## src/rtl/gen_estimulos_pkg.sv

```systemverilog
// gen_estimulos_pkg
//   Shared definitions for the stimulus generator:
//   - state_t   : FSM state encoding (IDLE, INIT, PUSH, DRAIN, DONE)
//   - lfsr_taps : default Galois feedback masks (right-shift form) for
//                 maximal-length LFSRs of width 4..16
package gen_estimulos_pkg;

    typedef enum logic [2:0] {
        ST_IDLE  = 3'd0,
        ST_INIT  = 3'd1,
        ST_PUSH  = 3'd2,
        ST_DRAIN = 3'd3,
        ST_DONE  = 3'd4
    } state_t;

    // Right-shift Galois form: if q[0] is set, q_next = (q >> 1) ^ taps.
    // Every mask has its MSB set, so the update is invertible and a
    // nonzero state never collapses to zero.
    function automatic logic [31:0] lfsr_taps(input int width);
        logic [31:0] taps;
        case (width)
            4:       taps = 32'h0000_0009;
            5:       taps = 32'h0000_0012;
            6:       taps = 32'h0000_0021;
            7:       taps = 32'h0000_0041;
            8:       taps = 32'h0000_008E;
            9:       taps = 32'h0000_0108;
            10:      taps = 32'h0000_0204;
            11:      taps = 32'h0000_0402;
            12:      taps = 32'h0000_0829;
            13:      taps = 32'h0000_100D;
            14:      taps = 32'h0000_2015;
            15:      taps = 32'h0000_4001;
            16:      taps = 32'h0000_8016;
            // Unsupported width: plain rotate keeps the state nonzero but is
            // not maximal-length.
            default: taps = 32'h0000_0001 << (width - 1);
        endcase
        return taps;
    endfunction

endpackage

```

## src/rtl/gen_estimulos_lfsr_gen.sv

```systemverilog
// lfsr_gen
//   Galois LFSR, right-shift form.
//   Ports:
//     clk    in          rising-edge clock
//     reset  in          asynchronous, active-high; q <= RESET_VALUE
//     load   in          q <= seed (has priority over enable)
//     seed   in  WIDTH   value loaded by load
//     enable in          advance one step
//     q      out WIDTH   current LFSR state
module lfsr_gen
    import gen_estimulos_pkg::*;
#(
    parameter int               WIDTH       = 8,
    parameter logic [WIDTH-1:0] TAPS        = WIDTH'(lfsr_taps(WIDTH)),
    parameter logic [WIDTH-1:0] RESET_VALUE = WIDTH'(1)
) (
    input  logic             clk,
    input  logic             reset,
    input  logic             load,
    input  logic [WIDTH-1:0] seed,
    input  logic             enable,
    output logic [WIDTH-1:0] q
);

    always_ff @(posedge clk or posedge reset) begin
        if (reset) begin
            q <= RESET_VALUE;
        end else if (load) begin
            q <= seed;
        end else if (enable) begin
            q <= q[0] ? ((q >> 1) ^ TAPS) : (q >> 1);
        end
    end

endmodule

```

## src/rtl/gen_estimulos.sv

```systemverilog
// gen_estimulos
//   Stimulus generator for a multi-channel buffer DUT. A run is:
//   INIT (one-cycle init pulse, thresholds presented) -> PUSH (NUM_WORDS
//   LFSR words, throttled by Main_pause) -> DRAIN (pop mirrors can_pop until
//   DRAIN_IDLE idle cycles) -> DONE.
//   Ports:
//     clk, reset                 clock, async active-high reset
//     start                      one-cycle run request (IDLE/DONE only)
//     mode_rr                    1: channel field carries round-robin index
//     cfg_umbral_MF/VC/D [LENGTH] thresholds, sampled at start
//     Main_pause                 backpressure from the DUT
//     can_pop [NUM_CH]           per-channel data-available flags
//     init                       one-cycle initialisation pulse
//     Umbral_MF/VC/D [LENGTH]    registered thresholds
//     push, data_in [BITNUMBER]  stimulus word and its valid
//     pop [NUM_CH]               per-channel pop
//     done                       run complete
//     words_sent                 pushes issued in the current run
//     fsm_state                  current FSM state (observation only)
//
//   Push handshake: the value of Main_pause seen at a rising edge decides
//   that edge. Main_pause=0 -> push=1 with a fresh word for the following
//   cycle; Main_pause=1 -> push=0 and data_in keeps its previous word. A
//   word counts as sent in the cycle push is high.
module gen_estimulos
    import gen_estimulos_pkg::*;
#(
    parameter int          BITNUMBER  = 8,
    parameter int          LENGTH     = 8,
    parameter int          NUM_CH     = 2,
    parameter int          NUM_WORDS  = 16,
    parameter int unsigned SEED       = 8'h5A,
    parameter int          CH_LSB     = 4,
    parameter int          DRAIN_IDLE = 4
) (
    input  logic                             clk,
    input  logic                             reset,
    input  logic                             start,
    input  logic                             mode_rr,
    input  logic [LENGTH-1:0]                cfg_umbral_MF,
    input  logic [LENGTH-1:0]                cfg_umbral_VC,
    input  logic [LENGTH-1:0]                cfg_umbral_D,
    input  logic                             Main_pause,
    input  logic [NUM_CH-1:0]                can_pop,
    output logic                             init,
    output logic [LENGTH-1:0]                Umbral_MF,
    output logic [LENGTH-1:0]                Umbral_VC,
    output logic [LENGTH-1:0]                Umbral_D,
    output logic                             push,
    output logic [BITNUMBER-1:0]             data_in,
    output logic [NUM_CH-1:0]                pop,
    output logic                             done,
    output logic [$clog2(NUM_WORDS+1)-1:0]   words_sent,
    output state_t                           fsm_state
);

    localparam int CW  = $clog2(NUM_CH);
    localparam int WSW = $clog2(NUM_WORDS + 1);
    localparam int IDW = $clog2(DRAIN_IDLE + 1);

    // A seed that truncates to zero would lock the LFSR; fall back to 1.
    localparam logic [BITNUMBER-1:0] SEED_T   = BITNUMBER'(SEED);
    localparam logic [BITNUMBER-1:0] SEED_EFF = (SEED_T == '0) ? BITNUMBER'(1) : SEED_T;

    state_t state, state_n;

    logic [LENGTH-1:0]    cfg_mf_q, cfg_vc_q, cfg_d_q;
    logic [LENGTH-1:0]    cfg_mf_n, cfg_vc_n, cfg_d_n;
    logic [LENGTH-1:0]    mf_n, vc_n, d_n;
    logic                 mode_q, mode_n;
    logic [CW-1:0]        ch_q, ch_n, ch_inc;
    logic [IDW-1:0]       idle_q, idle_n;
    logic                 init_n, push_n, done_n;
    logic [BITNUMBER-1:0] data_n, word, lfsr_q;
    logic [NUM_CH-1:0]    pop_n;
    logic [WSW-1:0]       ws_n;
    logic                 lfsr_load, lfsr_en;

    lfsr_gen #(
        .WIDTH       (BITNUMBER),
        .TAPS        (BITNUMBER'(lfsr_taps(BITNUMBER))),
        .RESET_VALUE (SEED_EFF)
    ) u_lfsr (
        .clk    (clk),
        .reset  (reset),
        .load   (lfsr_load),
        .seed   (SEED_EFF),
        .enable (lfsr_en),
        .q      (lfsr_q)
    );

    assign fsm_state = state;
    assign ch_inc    = (ch_q == CW'(NUM_CH - 1)) ? '0 : ch_q + CW'(1);

    always_ff @(posedge clk or posedge reset) begin
        if (reset) begin
            state <= ST_IDLE;
        end else begin
            state <= state_n;
        end
    end

    always_comb begin
        state_n   = state;
        init_n    = 1'b0;
        push_n    = 1'b0;
        pop_n     = '0;
        data_n    = data_in;
        done_n    = done;
        ws_n      = words_sent;
        mf_n      = Umbral_MF;
        vc_n      = Umbral_VC;
        d_n       = Umbral_D;
        cfg_mf_n  = cfg_mf_q;
        cfg_vc_n  = cfg_vc_q;
        cfg_d_n   = cfg_d_q;
        mode_n    = mode_q;
        ch_n      = ch_q;
        idle_n    = idle_q;
        lfsr_load = 1'b0;
        lfsr_en   = 1'b0;

        // Candidate word: current LFSR state, optionally with the channel
        // field overwritten by the round-robin index.
        word = lfsr_q;
        if (mode_q) begin
            word[CH_LSB +: CW] = ch_q;
        end

        case (state)
            ST_IDLE, ST_DONE: begin
                if (start) begin
                    state_n   = ST_INIT;
                    init_n    = 1'b1;
                    // Thresholds go out straight from the inputs so that
                    // they are valid during the init pulse itself.
                    cfg_mf_n  = cfg_umbral_MF;
                    cfg_vc_n  = cfg_umbral_VC;
                    cfg_d_n   = cfg_umbral_D;
                    mf_n      = cfg_umbral_MF;
                    vc_n      = cfg_umbral_VC;
                    d_n       = cfg_umbral_D;
                    mode_n    = mode_rr;
                    ws_n      = '0;
                    done_n    = 1'b0;
                    ch_n      = '0;
                    idle_n    = '0;
                    lfsr_load = 1'b1;
                end
            end
            ST_INIT: begin
                state_n = ST_PUSH;
                mf_n    = cfg_mf_q;
                vc_n    = cfg_vc_q;
                d_n     = cfg_d_q;
            end
            ST_PUSH: begin
                if (words_sent == WSW'(NUM_WORDS)) begin
                    state_n = ST_DRAIN;
                end else if (!Main_pause) begin
                    push_n  = 1'b1;
                    data_n  = word;
                    lfsr_en = 1'b1;
                    ws_n    = words_sent + WSW'(1);
                    ch_n    = ch_inc;
                end
            end
            ST_DRAIN: begin
                if (can_pop != '0) begin
                    pop_n  = can_pop;
                    idle_n = '0;
                end else if (idle_q == IDW'(DRAIN_IDLE - 1)) begin
                    state_n = ST_DONE;
                    done_n  = 1'b1;
                end else begin
                    idle_n = idle_q + IDW'(1);
                end
            end
            default: begin
                state_n = ST_IDLE;
            end
        endcase
    end

    always_ff @(posedge clk or posedge reset) begin
        if (reset) begin
            init       <= 1'b0;
            push       <= 1'b0;
            data_in    <= '0;
            pop        <= '0;
            done       <= 1'b0;
            words_sent <= '0;
            Umbral_MF  <= '0;
            Umbral_VC  <= '0;
            Umbral_D   <= '0;
            cfg_mf_q   <= '0;
            cfg_vc_q   <= '0;
            cfg_d_q    <= '0;
            mode_q     <= 1'b0;
            ch_q       <= '0;
            idle_q     <= '0;
        end else begin
            init       <= init_n;
            push       <= push_n;
            data_in    <= data_n;
            pop        <= pop_n;
            done       <= done_n;
            words_sent <= ws_n;
            Umbral_MF  <= mf_n;
            Umbral_VC  <= vc_n;
            Umbral_D   <= d_n;
            cfg_mf_q   <= cfg_mf_n;
            cfg_vc_q   <= cfg_vc_n;
            cfg_d_q    <= cfg_d_n;
            mode_q     <= mode_n;
            ch_q       <= ch_n;
            idle_q     <= idle_n;
        end
    end

endmodule

```

## config.mk

```make
export PLATFORM = sky130hd
export DESIGN_NAME = gen_estimulos
export DESIGN_NICKNAME = d
export VERILOG_FILES = /design/src/rtl/gen_estimulos_pkg.sv /design/src/rtl/gen_estimulos_lfsr_gen.sv /design/src/rtl/gen_estimulos.sv
export SDC_FILE = /design/constraint.sdc
export NUM_CORES = 1
export LEC_CHECK = 0
export CAP_MARGIN = 20
export CORE_MARGIN = 3
export CORE_UTILIZATION = 45
export DETAILED_ROUTE_END_ITERATION = 6
export GPL_ROUTABILITY_DRIVEN = 0
export GPL_TIMING_DRIVEN = 0
export PLACE_DENSITY = 0.75
export SLEW_MARGIN = 25
export SYNTH_ARGS = -nofsm -noshare
export SYNTH_HDL_FRONTEND = slang
export SYNTH_HIERARCHICAL = 1
export SYNTH_SLANG_ARGS = --single-unit
```

## constraint.sdc

```tcl
create_clock -name clk -period 2.5 [get_ports clk]
set_clock_uncertainty 0.2 [all_clocks]
set_input_delay 0.5 -clock clk [delete_from_list [all_inputs] [get_ports clk]]
set_output_delay 0.5 -clock clk [all_outputs]
set_load 0.02 [all_outputs]
```

* Word-level counts from Yosys, hierarchy flattened
Index checks and enable logic that the tools add are counted.
Cells by class: mux-type cells 38, $add $sub $neg 3, reduce and logical (&&, ||, !) cells 14, equality and inequality tests 13, bitwise operators 3
Operators by type and width (count):
- two-way mux 8 bit | 6
- case mux 8 bit (2 select lines) | 3
- two-way mux 3 bit | 7
- two-way mux 5 bit | 3
- two-way mux 1 bit | 12
- inequality test 2 bit, second input constant | 6
- case mux 3 bit (4 select lines) | 1
- AND reduction 4 bit | 3
- case mux 5 bit (2 select lines) | 1
- nonzero test 2 bit | 5
- equality test 3 x 2 -> 1 bit, second input constant | 3
- case mux 3 bit (2 select lines) | 1
- AND reduction 3 bit | 2
- adder 5 x 1 -> 5 bit, second input constant | 1
- equality test 5 bit, second input constant | 1
- two-way mux 2 bit | 2
- NOT 3 -> 4 bit | 1
- case mux 1 bit (2 select lines) | 2
- AND reduction 2 bit | 2
- adder 3 x 1 -> 3 bit, second input constant | 1
- equality test 3 x 1 -> 1 bit, second input constant | 1
- equality test 3 bit, second input constant | 1
- zero test 3 bit | 1
- inequality test 3 bit, second input constant | 1
- 3 further kinds | 4
Storage, ports and cells: word-level logic and storage cells 88, register bits 82, bits of input ports 31

* Longest topological paths before layout
Gate-level depths: netlist (run 1).
depth after elaboration 5, gate-level depth with buffers 8, gate-level depth less buffers 6

* Cells and area by module
The synthesis (run 1) kept the hierarchy.
Modules (own cells, without submodules):
- gen_estimulos | cells an instance 305, area each 3076.7 µm², times used 1, sequential area each 1851.8 µm²
- lfsr_gen | cells an instance 40, area each 416.6 µm², times used 1, sequential area each 205.2 µm²

* Least setup slack after synthesis (run 1)
No wires, ideal clock.
path kind flip-flop to flip-flop, start register state[0], in the netlist fsm_state[0], end register u_lfsr.q[0], required time 2.156 ns, setup slack 0.277 ns, stages on the path, launching flop included 9, clock period less this slack 2.223 ns, library setup time 0.144 ns, arrival time 1.878 ns, cells stage by stage dfrtp_1 -> buf_6 -> or3b_1 -> buf_6 -> nor3_4 -> buf_8 -> buf_6 -> mux2i_1 -> o21ai_0
RTL lines:
- start, declared | RTL line gen_estimulos.sv:65 | state_t state, state_n;
- start signal, assigned | RTL line gen_estimulos.sv:99 | state <= state_n;
- equality test 3 x 2 -> 1 bit | RTL line gen_estimulos.sv:130 | case (state)
- two-way mux 1 bit | RTL line gen_estimulos.sv:130
- named net lfsr_en | RTL line gen_estimulos.sv:77 | logic lfsr_load, lfsr_en;
- nonzero test 2 bit (no source line)
- end signal, assigned | RTL line gen_estimulos_lfsr_gen.sv:31 | q <= q[0] ? ((q >> 1) ^ TAPS) : (q >> 1);
- end, declared | RTL line gen_estimulos_lfsr_gen.sv:22 | output logic [WIDTH-1:0] q
The timed path passes the listed nets, and every way through them passes these cells. A chain may end at the register's enable or synchronous reset.

* Final worst setup path (run 1)
start register state[0], in the netlist fsm_state[0], end register u_lfsr.q[3]
The elaborated chain is that of the path after synthesis.

==> results of run 1 <==
[layout make-up]
class                           count  area [µm²]  share of cell area [%]
Sequential cell                    82        2060                    44.5
Buffer                             17         104                    2.25
Clock inverter                      7        53.8                    1.16
Tap cell                           99         124                    2.68
Multi-Input combinational cell    245        1330                    28.8
Clock buffer                        9         124                    2.68
Timing Repair Buffer               77         798                    17.3
Inverter                            7        30.0                   0.650
[stage by stage]
stage                     TNS (ns)  power, W
after CTS                        0   0.00570
after global routing             0   0.00608
after detailed placement    -0.753   0.00483
final                            0   0.00564
after global placement      -0.860   0.00474
after floorplan                  0   0.00380
[power by group]
group | internal (W) | switching [W] | total, W | leakage, nW
clock | 0.000367 | 0.000500 | 0.000867 | 0.0822
sequential | 0.00192 | 0.000350 | 0.00227 | 1.03
combinational | 0.00116 | 0.00134 | 0.00250 | 1.08
[tightest hold or removal path, stage by stage (launching register included)]
cell and delay, ns:
sky130_fd_sc_hd__dfrtp_1 0.35, sky130_fd_sc_hd__nand2_1 0.05, sky130_fd_sc_hd__nand2_1 0.06
[synth_stat cells]
cell,number
sky130_fd_sc_hd__a211o_1,1
sky130_fd_sc_hd__a21o_1,2
sky130_fd_sc_hd__a21oi_1,2
sky130_fd_sc_hd__a22o_1,1
sky130_fd_sc_hd__a22oi_1,15
sky130_fd_sc_hd__a31o_2,1
sky130_fd_sc_hd__a31oi_1,1
sky130_fd_sc_hd__a32o_1,1
sky130_fd_sc_hd__and2b_1,1
sky130_fd_sc_hd__and3_1,3
sky130_fd_sc_hd__and4bb_2,1
sky130_fd_sc_hd__buf_1,2
sky130_fd_sc_hd__buf_2,3
sky130_fd_sc_hd__buf_6,3
sky130_fd_sc_hd__buf_8,1
sky130_fd_sc_hd__clkbuf_1,7
sky130_fd_sc_hd__clkbuf_2,1
sky130_fd_sc_hd__clkinv_1,1
sky130_fd_sc_hd__conb_1,2
sky130_fd_sc_hd__dfrtp_1,78
sky130_fd_sc_hd__dfstp_2,4
sky130_fd_sc_hd__ha_1,4
sky130_fd_sc_hd__inv_1,6
sky130_fd_sc_hd__mux2_2,6
sky130_fd_sc_hd__mux2_4,3
sky130_fd_sc_hd__mux2i_1,8
sky130_fd_sc_hd__nand2_1,136
sky130_fd_sc_hd__nand2b_1,1
sky130_fd_sc_hd__nand3_1,11
sky130_fd_sc_hd__nand3b_1,1
sky130_fd_sc_hd__nand4b_1,1
sky130_fd_sc_hd__nor2_1,6
sky130_fd_sc_hd__nor2b_1,3
sky130_fd_sc_hd__nor3_1,1
sky130_fd_sc_hd__nor3_4,1
sky130_fd_sc_hd__nor3b_1,1
sky130_fd_sc_hd__nor3b_2,1
sky130_fd_sc_hd__nor4b_1,1
sky130_fd_sc_hd__o211ai_1,3
sky130_fd_sc_hd__o21ai_0,9
sky130_fd_sc_hd__o21bai_1,1
sky130_fd_sc_hd__o31ai_1,3
sky130_fd_sc_hd__or3b_1,4
sky130_fd_sc_hd__xnor2_1,3
[worst paths after layout]
kind,endpoint,cells past startpoint
max reg2reg,u_lfsr/q[3],8
max in group asynchronous,Umbral_VC[0],4
min in group asynchronous,u_lfsr/q[0],2
min,Umbral_MF[0],2
min reg2reg,Umbral_MF[0],2
max,u_lfsr/q[3],8
[sequential cells by signal, summed over array words and instances (netlist names), 2 cells and up]
register	flops
Umbral_MF	8
u_lfsr/q	8
fsm_state	3
Umbral_VC	8
cfg_vc_q	8
words_sent	5
cfg_mf_q	8
idle_q	3
cfg_d_q	8
data_in	8
pop	2
Umbral_D	8
[layer usage]
| metal | wire (µm) | up-vias | share of wire, % | global-route usage [%] |
|---|---|---|---|---|
| li1 | - | 1322 | - | - |
| met1 | 3430 | 1275 | 47 | 24.3 |
| met2 | 3490 | 77 | 47 | 29.0 |
| met3 | 331 | 10 | 4.5 | 3.04 |
| met4 | 102 | 0 | 1.4 | 7.34 |
| met5 | 0 | - | 0 | 0 |
[logic make-up (layout without fill, tap and decap cells)]
group	Yosys count	after routing	synth area share, %
DFF	82	82	58.9
other	2	8	0.215
adders and majority gates	4	4	1.43
buffers and inverters	24	117	3.69
xor gates and xnor gates	3	3	0.752
and+or+nand+nor	173	173	21.6
muxes	17	17	5.52
AOI/OAI and AO/OA	40	40	7.95
[cell usage in the layout, fill, tap and decap left out, types with 3 or more instances in the layout]
cell type                         Yosys  layout
sky130_fd_sc_hd__nand2_1            136     136
sky130_fd_sc_hd__dfrtp_1             78      78
sky130_fd_sc_hd__clkdlybuf4s50_1      0      75
sky130_fd_sc_hd__a22oi_1             15      15
sky130_fd_sc_hd__nand3_1             11      11
sky130_fd_sc_hd__o21ai_0              9       9
sky130_fd_sc_hd__clkbuf_8             0       9
sky130_fd_sc_hd__mux2i_1              8       8
sky130_fd_sc_hd__conb_1               2       8
sky130_fd_sc_hd__nor2_1               6       6
sky130_fd_sc_hd__clkbuf_1             7       6
sky130_fd_sc_hd__mux2_2               6       6
sky130_fd_sc_hd__inv_1                6       5
sky130_fd_sc_hd__or3b_1               4       4
sky130_fd_sc_hd__clkinvlp_4           0       4
sky130_fd_sc_hd__ha_1                 4       4
sky130_fd_sc_hd__dfstp_2              4       4
sky130_fd_sc_hd__buf_6                3       3
sky130_fd_sc_hd__buf_2                3       3
sky130_fd_sc_hd__o31ai_1              3       3
sky130_fd_sc_hd__nor2b_1              3       3
sky130_fd_sc_hd__mux2_4               3       3
sky130_fd_sc_hd__and3_1               3       3
sky130_fd_sc_hd__xnor2_1              3       3
sky130_fd_sc_hd__o211ai_1             3       3
==> flow_summary.ini, run 1 <==
[clocking]
cts_resized = 0
numClockSinks = 82
clk-insertion-delay-late_ns = 0.34
clockBufferDepth = 2
clock_tree.root_cell = sky130_fd_sc_hd__clkbuf_8
cts_tree = done
cts_buffers = 9
cts_hold_buf = 0
path_clk_slew_ns = 0.09
post_cts.repair.setup_buffers = 0
cts.htree.levels = 3

[sta]
setup_viol_count_final = 0
timing.final.crit_period_ns = 2.31
fmaxAchievable_mhz = 433
relSlewSlack_pct = 54.7
tightest_slew_ns = 0.679
whs_ns = 0.281
timing.final.max_slew_violations = 0
layout_worst_path_cycle_share_pct = 92.4
rsz_0062_raised_after_global_routing = false
timing_hold_violations_final = 0
worst_slack_ns = 0.191

[setup_path]
critical_path.endpoint_type = flip-flop
critical_path.top_delay_family = simple AND/OR/NAND/NOR gates
critical_path.reg2reg.startpoint = fsm_state[0]
timing.critical_path.required_ns = 2.56
worstSetupStartpoint = fsm_state[0]
critPathArrivalTime_ns = 2.37
cp_common_cell = sky130_fd_sc_hd__buf_6
path_cells = buf_6, or3b_1, buf_6, nor3_4, buf_8, buf_6, nand2b_1, o211ai_1
critical_path_startpoint_category = flip-flop
slowest_library_cell_on_the_worst_path = sky130_fd_sc_hd__dfrtp_1
critical_path_peak_fanout = 11
cpPeakStageDelay_ns = 0.39
reg2reg_setup_slack_ns = 0.19
crit_type = reg -> reg
worst_path_bufs_invs = 4

[logic_synthesis]
netlist-cell-type-count = 44
synthesis.yosys.warnings = 6
synth.avg_cell_area_um2 = 10.1
postSynthCellCount = 345
syn-cell-area_um2 = 3490
yosysSeqAreaShare_pct = 58.9
cell_type_contributing_the_most_total_cell_area_after_synthesis = sky130_fd_sc_hd__dfrtp_1
yosys_register_bits = 82
netlist_top_cells_area = sky130_fd_sc_hd__dfrtp_1 56%, sky130_fd_sc_hd__nand2_1 15%, sky130_fd_sc_hd__a22oi_1 3.2%, sky130_fd_sc_hd__dfstp_2 3.0%, sky130_fd_sc_hd__mux2i_1 2.3%
yosys.area.top_type_share_pct = 55.9

[drt]
detail_route.drc_violations = 0
routed_wire_length_mm = 7.36
first_pass_iters = 4
ant_nets = 0
first_iter_violations = 97
detailroute.via_count = 2684
viasPerCell = 4.94
routedWlPerCell_um = 13.5

[final_layout]
layout.cell_area.non_filler_um2 = 4620
syn2layout_area_growth_pct = 32.3
insertedDiodeCount = 0
layout-drive-gt1-share_pct = 10.1
layout.filler_cells = 604
final_net_count = 474
finish.cell_count_without_fillers = 543
final_core_utilization_pct = 62.4

[floorplanning]
die-height_um = 94.1
die_width_um = 94.1
placementRows = 31
floorplan.io_pins = 76
initial_utilization_pct = 47.2
core_area_um2 = 7410
dieArea_um2 = 8860

[placement]
port-buffer-count = 75
dp.final_hpwl_mm = 5.42
postPlaceCellArea_um2 = 4440
post_placement_setup_slack_ns = -0.172
dpl.cell_count = 527

[power]
power.density_cell_area_nw_per_um2 = 1220
static-leakage-power_nw = 2.19
max-vdd-ir-drop_uv = 538

[outcome]
status = completed

[global_route]
grt_overflow = 0
number_of_antenna_violations_at_the_first_check_in_global_routing = 0
largest_net_degree_at_the_start_of_global_routing = 31
grt_pass1_wl_mm = 12.7
grt_pass1_vias = 2682
globalRouteTotalUtil_pct = 18.1

[job]
maxCapViolations = 0

[hold_path]
holdCritPathClass = reg -> reg
hold_start = Umbral_MF[0]
No activity file was read; power rests on OpenSTA's default activity.
==> run 2, diff against run 1 <==
--- a/config.mk
+++ b/config.mk
@@ -10,7 +10,6 @@
 export CORE_UTILIZATION = 45
 export DETAILED_ROUTE_END_ITERATION = 6
 export GPL_ROUTABILITY_DRIVEN = 0
-export GPL_TIMING_DRIVEN = 0
 export PLACE_DENSITY = 0.75
 export SLEW_MARGIN = 25
 export SYNTH_ARGS = -nofsm -noshare
==> run 2 against run 1 <==
Highest routed layer unchanged. Critical path depth fell by 7. Maximum frequency up 4.4%. Global-route usage down 1.1 points. Utilization grew 0.44 points. Register-to-register slack better by 0.21 ns. Sequential cell count is the same. Largest power group unchanged. Hold slack worse by 0.0035 ns. Combinational power barely moved. Largest cell class unchanged. Via count shrank 0.71%. Final cell count down 1.7%. Critical endpoint is now fsm_state[1]. Clock power increased by 22%.
==> flow_summary.ini, run 2 (synthesis gave the netlist of run 1 again) <==
[floorplanning]
die_width_um = 94.1
die-height_um = 94.1
floorplan.io_pins = 76
initial_utilization_pct = 47.2
dieArea_um2 = 8860
core_area_um2 = 7410
placementRows = 31

[placement]
dp.final_hpwl_mm = 4.91
port-buffer-count = 75
postPlaceCellArea_um2 = 4430
dpl.cell_count = 518

[setup_path]
critPathArrivalTime_ns = 1.51
critical_path.reg2reg.startpoint = fsm_state[1]
critical_path_depth = 1
terminus_of_the_critical_flop_to_flop_path = data_in[6]
worst_r2r_path_depth = 4
critical_path.endpoint_type = output port
timing.critical_path.required_ns = 1.80
critical_path_peak_fanout = 8
path_cells = clkdlybuf4s50_1
slowest_library_cell_on_the_worst_path = sky130_fd_sc_hd__clkdlybuf4s50_1
cpPeakStageDelay_ns = 0.67
worst_path_bufs_invs = 1
crit_type = reg -> out
critical_path_startpoint_category = flip-flop
critical_path.top_delay_family = buffers and inverters
reg2reg_setup_slack_ns = 0.40

[job]
maxCapViolations = 0

[drt]
first_pass_iters = 4
viasPerCell = 4.99
routedWlPerCell_um = 13.3
detailroute.via_count = 2665
routed_wire_length_mm = 7.11
first_iter_violations = 108
detail_route.drc_violations = 0
ant_nets = 0

[global_route]
grt_pass1_vias = 2518
grt_pass1_wl_mm = 11.9
number_of_antenna_violations_at_the_first_check_in_global_routing = 0
largest_net_degree_at_the_start_of_global_routing = 61
globalRouteTotalUtil_pct = 17.0
grt_overflow = 0

[sta]
rsz_0062_raised_after_global_routing = false
timing.final.crit_period_ns = 2.21
layout_worst_path_cycle_share_pct = 88.5
fin_tns_setup_ns = 0
fmaxAchievable_mhz = 452
timing.final.max_slew_violations = 0
timing_hold_violations_final = 0
whs_ns = 0.278
setup_viol_count_final = 0

[hold_path]
hold_start = ch_q
holdCritPathClass = reg -> reg
hold_path_end = ch_q
timing.hold.worst_path_depth = 1

[power]
static-leakage-power_nw = 2.21
power.density_cell_area_nw_per_um2 = 1250
max-vdd-ir-drop_uv = 565

[clocking]
clockBufferDepth = 2
cts_buffers = 9
clock_tree.root_cell = sky130_fd_sc_hd__clkbuf_8
cts.htree.levels = 3
path_clk_slew_ns = 0.08
clk-insertion-delay-late_ns = 0.34
cts_tree = done
cts_hold_buf = 0
cts_resized = 0
numClockSinks = 82
post_cts.repair.setup_buffers = 0

[final_layout]
finish.cell_count_without_fillers = 534
layout_common_cells = 136 x sky130_fd_sc_hd__nand2_1, 78 x sky130_fd_sc_hd__dfrtp_1, 75 x sky130_fd_sc_hd__clkdlybuf4s50_1
final_core_utilization_pct = 62.8
layout-drive-gt1-share_pct = 10.3
final_net_count = 465
most_common_library_cell_in_the_layout_ignoring_fill_and_taps = sky130_fd_sc_hd__nand2_1
insertedDiodeCount = 0
syn2layout_area_growth_pct = 33.2
layout.cell_area.non_filler_um2 = 4650

[outcome]
status = completed
[run 2: changes by cell type in the layout (fill, tap and decap cells not counted), sizes merged]
| cell | delta |
|---|---|
| buf | -1 |
| inv | -2 |
| clkinv | +1 |
| clkbuf | -7 |
| clkinvlp | -2 |
| bufinv | +2 |
[run 2: routing by layer]
layer	global-route usage [%]	wire (µm)	up-vias
met4	5.42	124	0
met1	22.7	3300	1283
met5	0	0	-
li1	-	-	1305
met2	26.8	3280	67
met3	4.81	401	10
[run 2: worst max path at each step]
stage	to	from
6_report	fsm_state[1]	fsm_state[1]
3_3_place_gp	Umbral_D[2]	start
3_5_place_dp	u_lfsr/q[1]	start
2_1_floorplan	u_lfsr/q[0]	fsm_state[0]
4_1_cts	fsm_state[1]	fsm_state[1]
5_1_grt	fsm_state[1]	fsm_state[1]
[run 2: area by class of cell]
class                   instances  area (µm²)
inverters                       7        30.0
flip-flops and latches         82        2060
repair buffers                 85         876
well taps                      99         124
fillers                       619        2760
clock inverters                 6        90.1
clock buffers                  10         138
multi-input cells             245        1340
[run 2: stage by stage]
stage / total power (W) / setup WS [ns]
after global routing: 0.00625 / 0.217
after global placement: 0.00473 / 0.366
after floorplan: 0.00380 / 0.277
final: 0.00582 / 0.289
after detailed placement: 0.00481 / 0.326
after CTS: 0.00589 / 0.280
[run 2: where the power goes]
| part | switching (W) | leakage, nW | internal (W) | total, W |
|---|---|---|---|---|
| combinational | 0.00130 | 1.07 | 0.00117 | 0.00247 |
| clock | 0.000470 | 0.112 | 0.000591 | 0.00106 |
| sequential | 0.000370 | 1.03 | 0.00192 | 0.00229 |
==> RTL change (settings of run 1) <==
Add an input register stage for `cfg_umbral_D`, without a reset; this delays it by one clock. The other inputs are not delayed to match.
--- a/src/rtl/gen_estimulos.sv
+++ b/src/rtl/gen_estimulos.sv
@@ -64,2 +64,8 @@
 
+    logic [LENGTH-1:0] cfg_umbral_D_q;
+
+    always_ff @(posedge clk) begin
+        cfg_umbral_D_q <= cfg_umbral_D;
+    end
+
     state_t state, state_n;
@@ -138,6 +144,6 @@
                     cfg_vc_n  = cfg_umbral_VC;
-                    cfg_d_n   = cfg_umbral_D;
+                    cfg_d_n   = cfg_umbral_D_q;
                     mf_n      = cfg_umbral_MF;
                     vc_n      = cfg_umbral_VC;
-                    d_n       = cfg_umbral_D;
+                    d_n       = cfg_umbral_D_q;
                     mode_n    = mode_rr;
Check against the original RTL: not equivalent (Yosys sat finds a counterexample within 4 cycles, from zero or initial values and one cycle with reset high).
==> RTL change against run 1 <==
Sequential cell count grew 8. Fmax shrank 1.9%. Wire length grew 8.0%. Count of clock-buffer cells in the layout grew 1. Area after synthesis grew 4.0%. Cell area grew 3.8%. Total power grew 5.9%. Setup slack lost 0.045 ns. Critical path type unchanged.
==> RTL change: results (changes against run 1) <==
Final Non-Filler Cells -> 553 (+1.8%)
Synth top area cells -> dfrtp_1 54%, nand2_1 14%, dfxtp_1 4.4%
First-pass GRT wire length -> 13.0 mm (+2.3%)
Asr flop ratio synth -> 0.911 (-0.0889)
Post-layout nets -> 481 (+1.5%)
Vias -> 2,784 (+3.7%)
Commonest cells in the netlist -> 136 x nand2_1, 78 x dfrtp_1, 18 x nand3_1
Post-Place Cell Area -> 4580 sq um (+3.2%)
Iter 0 DRT Violations -> 139 (+43%)
Peak supply drop -> 0.000584 V (+8.4%)
Non-clk bufs -> 93 (-1.1%)
RR Endpoint -> u_lfsr/q[1]$_DFFE_PP1P_
Post-CTS Setup Inserts -> 0 (unchanged)
Setup WS pre-CTS -> -0.231 ns (-0.0594 ns)
Seq_cells -> 90 (+9.8%)
Register area -> 2220 sq um (+7.8%)
Number of global-route vias before repair -> 2,725 (+1.6%)
Routed WL -> 7.95 mm (+8.0%)
Data arrival time of the worst path -> 2.42 ns (+0.05 ns)
NonClk Buf Share -> 0.187 (-0.00791)
Worst-skew pair later-pin latency -> 0.36 ns (+0.02 ns)
# fillers -> 653 (+8.1%)
Clk_buf instances -> 10 (+1)
Leak pwr -> 2.27 nW (+3.7%)
Clk tree area frac -> 0.0438 (+0.00538)
Post-synthesis cell area -> 3630 sq um (+4.0%)
Clock power share -> 0.173 (+0.019)
Largest net degree at the start of global routing -> 29 (-6.5%)
Fmax -> 425 MHz (-1.9%)
Fin area -> 4800 sq um (+3.8%)
Warnings from Yosys -> 6 (unchanged)
GRT Total Usage -> 0.185 (+0.00465)
Final HPWL DP -> 5.66 mm (+4.4%)
Register area share after synthesis -> 0.610 (+0.0216)
Min Hold Slack -> 0.246 ns (-0.0353 ns)
Crit. Startpoint -> fsm_state[0]$_DFFE_PP0P_
Status -> completed
R2r setup slk -> 0.15 ns (-0.05 ns)
Switching power -> 2.27 mW (+3.4%)
Hold Path Origin -> cfg_umbral_D_q[5]$_DFF_P_
Mapped Cells -> 352 (+2.0%)
Dpl cells -> 537 (+1.9%)
Area occupied by multi-input gates -> 1310 sq um (-1.3%)
H-tree depth -> 3 (unchanged)
Hold path endpoint -> cfg_d_q[5]$_DFFE_PP0P_
Power Sequential -> 2.42 mW (+7%)
Fraction of layout cells with a size suffix above 1 -> 0.0998 (-0.00157)
Power, Total -> 5.98 mW (+5.9%)
Worst-margin pin slew -> 0.645 ns (-0.0337 ns)
[RTL change: cell types whose count changed after synthesis]
cell / run 1 / this run
a22oi_1: 15 / 8
buf_1: 2 / 0
clkbuf_1: 7 / 8
dfxtp_1: 0 / 8
nand3_1: 11 / 18
[RTL change: kinds of logic after synthesis]
family | synth area share
other | 0.00207
DFF | 0.610
AOI/OAI and AO/OA | 0.0620
buffers and inverters | 0.0344
and+or+nand+nor | 0.217
xor gates and xnor gates | 0.00724
adders and majority gates | 0.0138
muxes | 0.0530
[RTL change: routing by layer]
metal  wire length (microns)  vias to the layer above  GRT usage  share of wire
li1                        -                     1333          -              -
met1                    3450                     1368      0.235           0.43
met2                    4030                       69      0.306           0.51
met3                     330                       14     0.0391          0.042
met4                     143                        0     0.0806          0.018
met5                       0                        -          0              0
[RTL change: tightest hold or removal path, cell delays in order, from the launching register on]
cell     delay (ns)
dfxtp_1        0.31
nand2_1        0.06
nand2_1        0.05
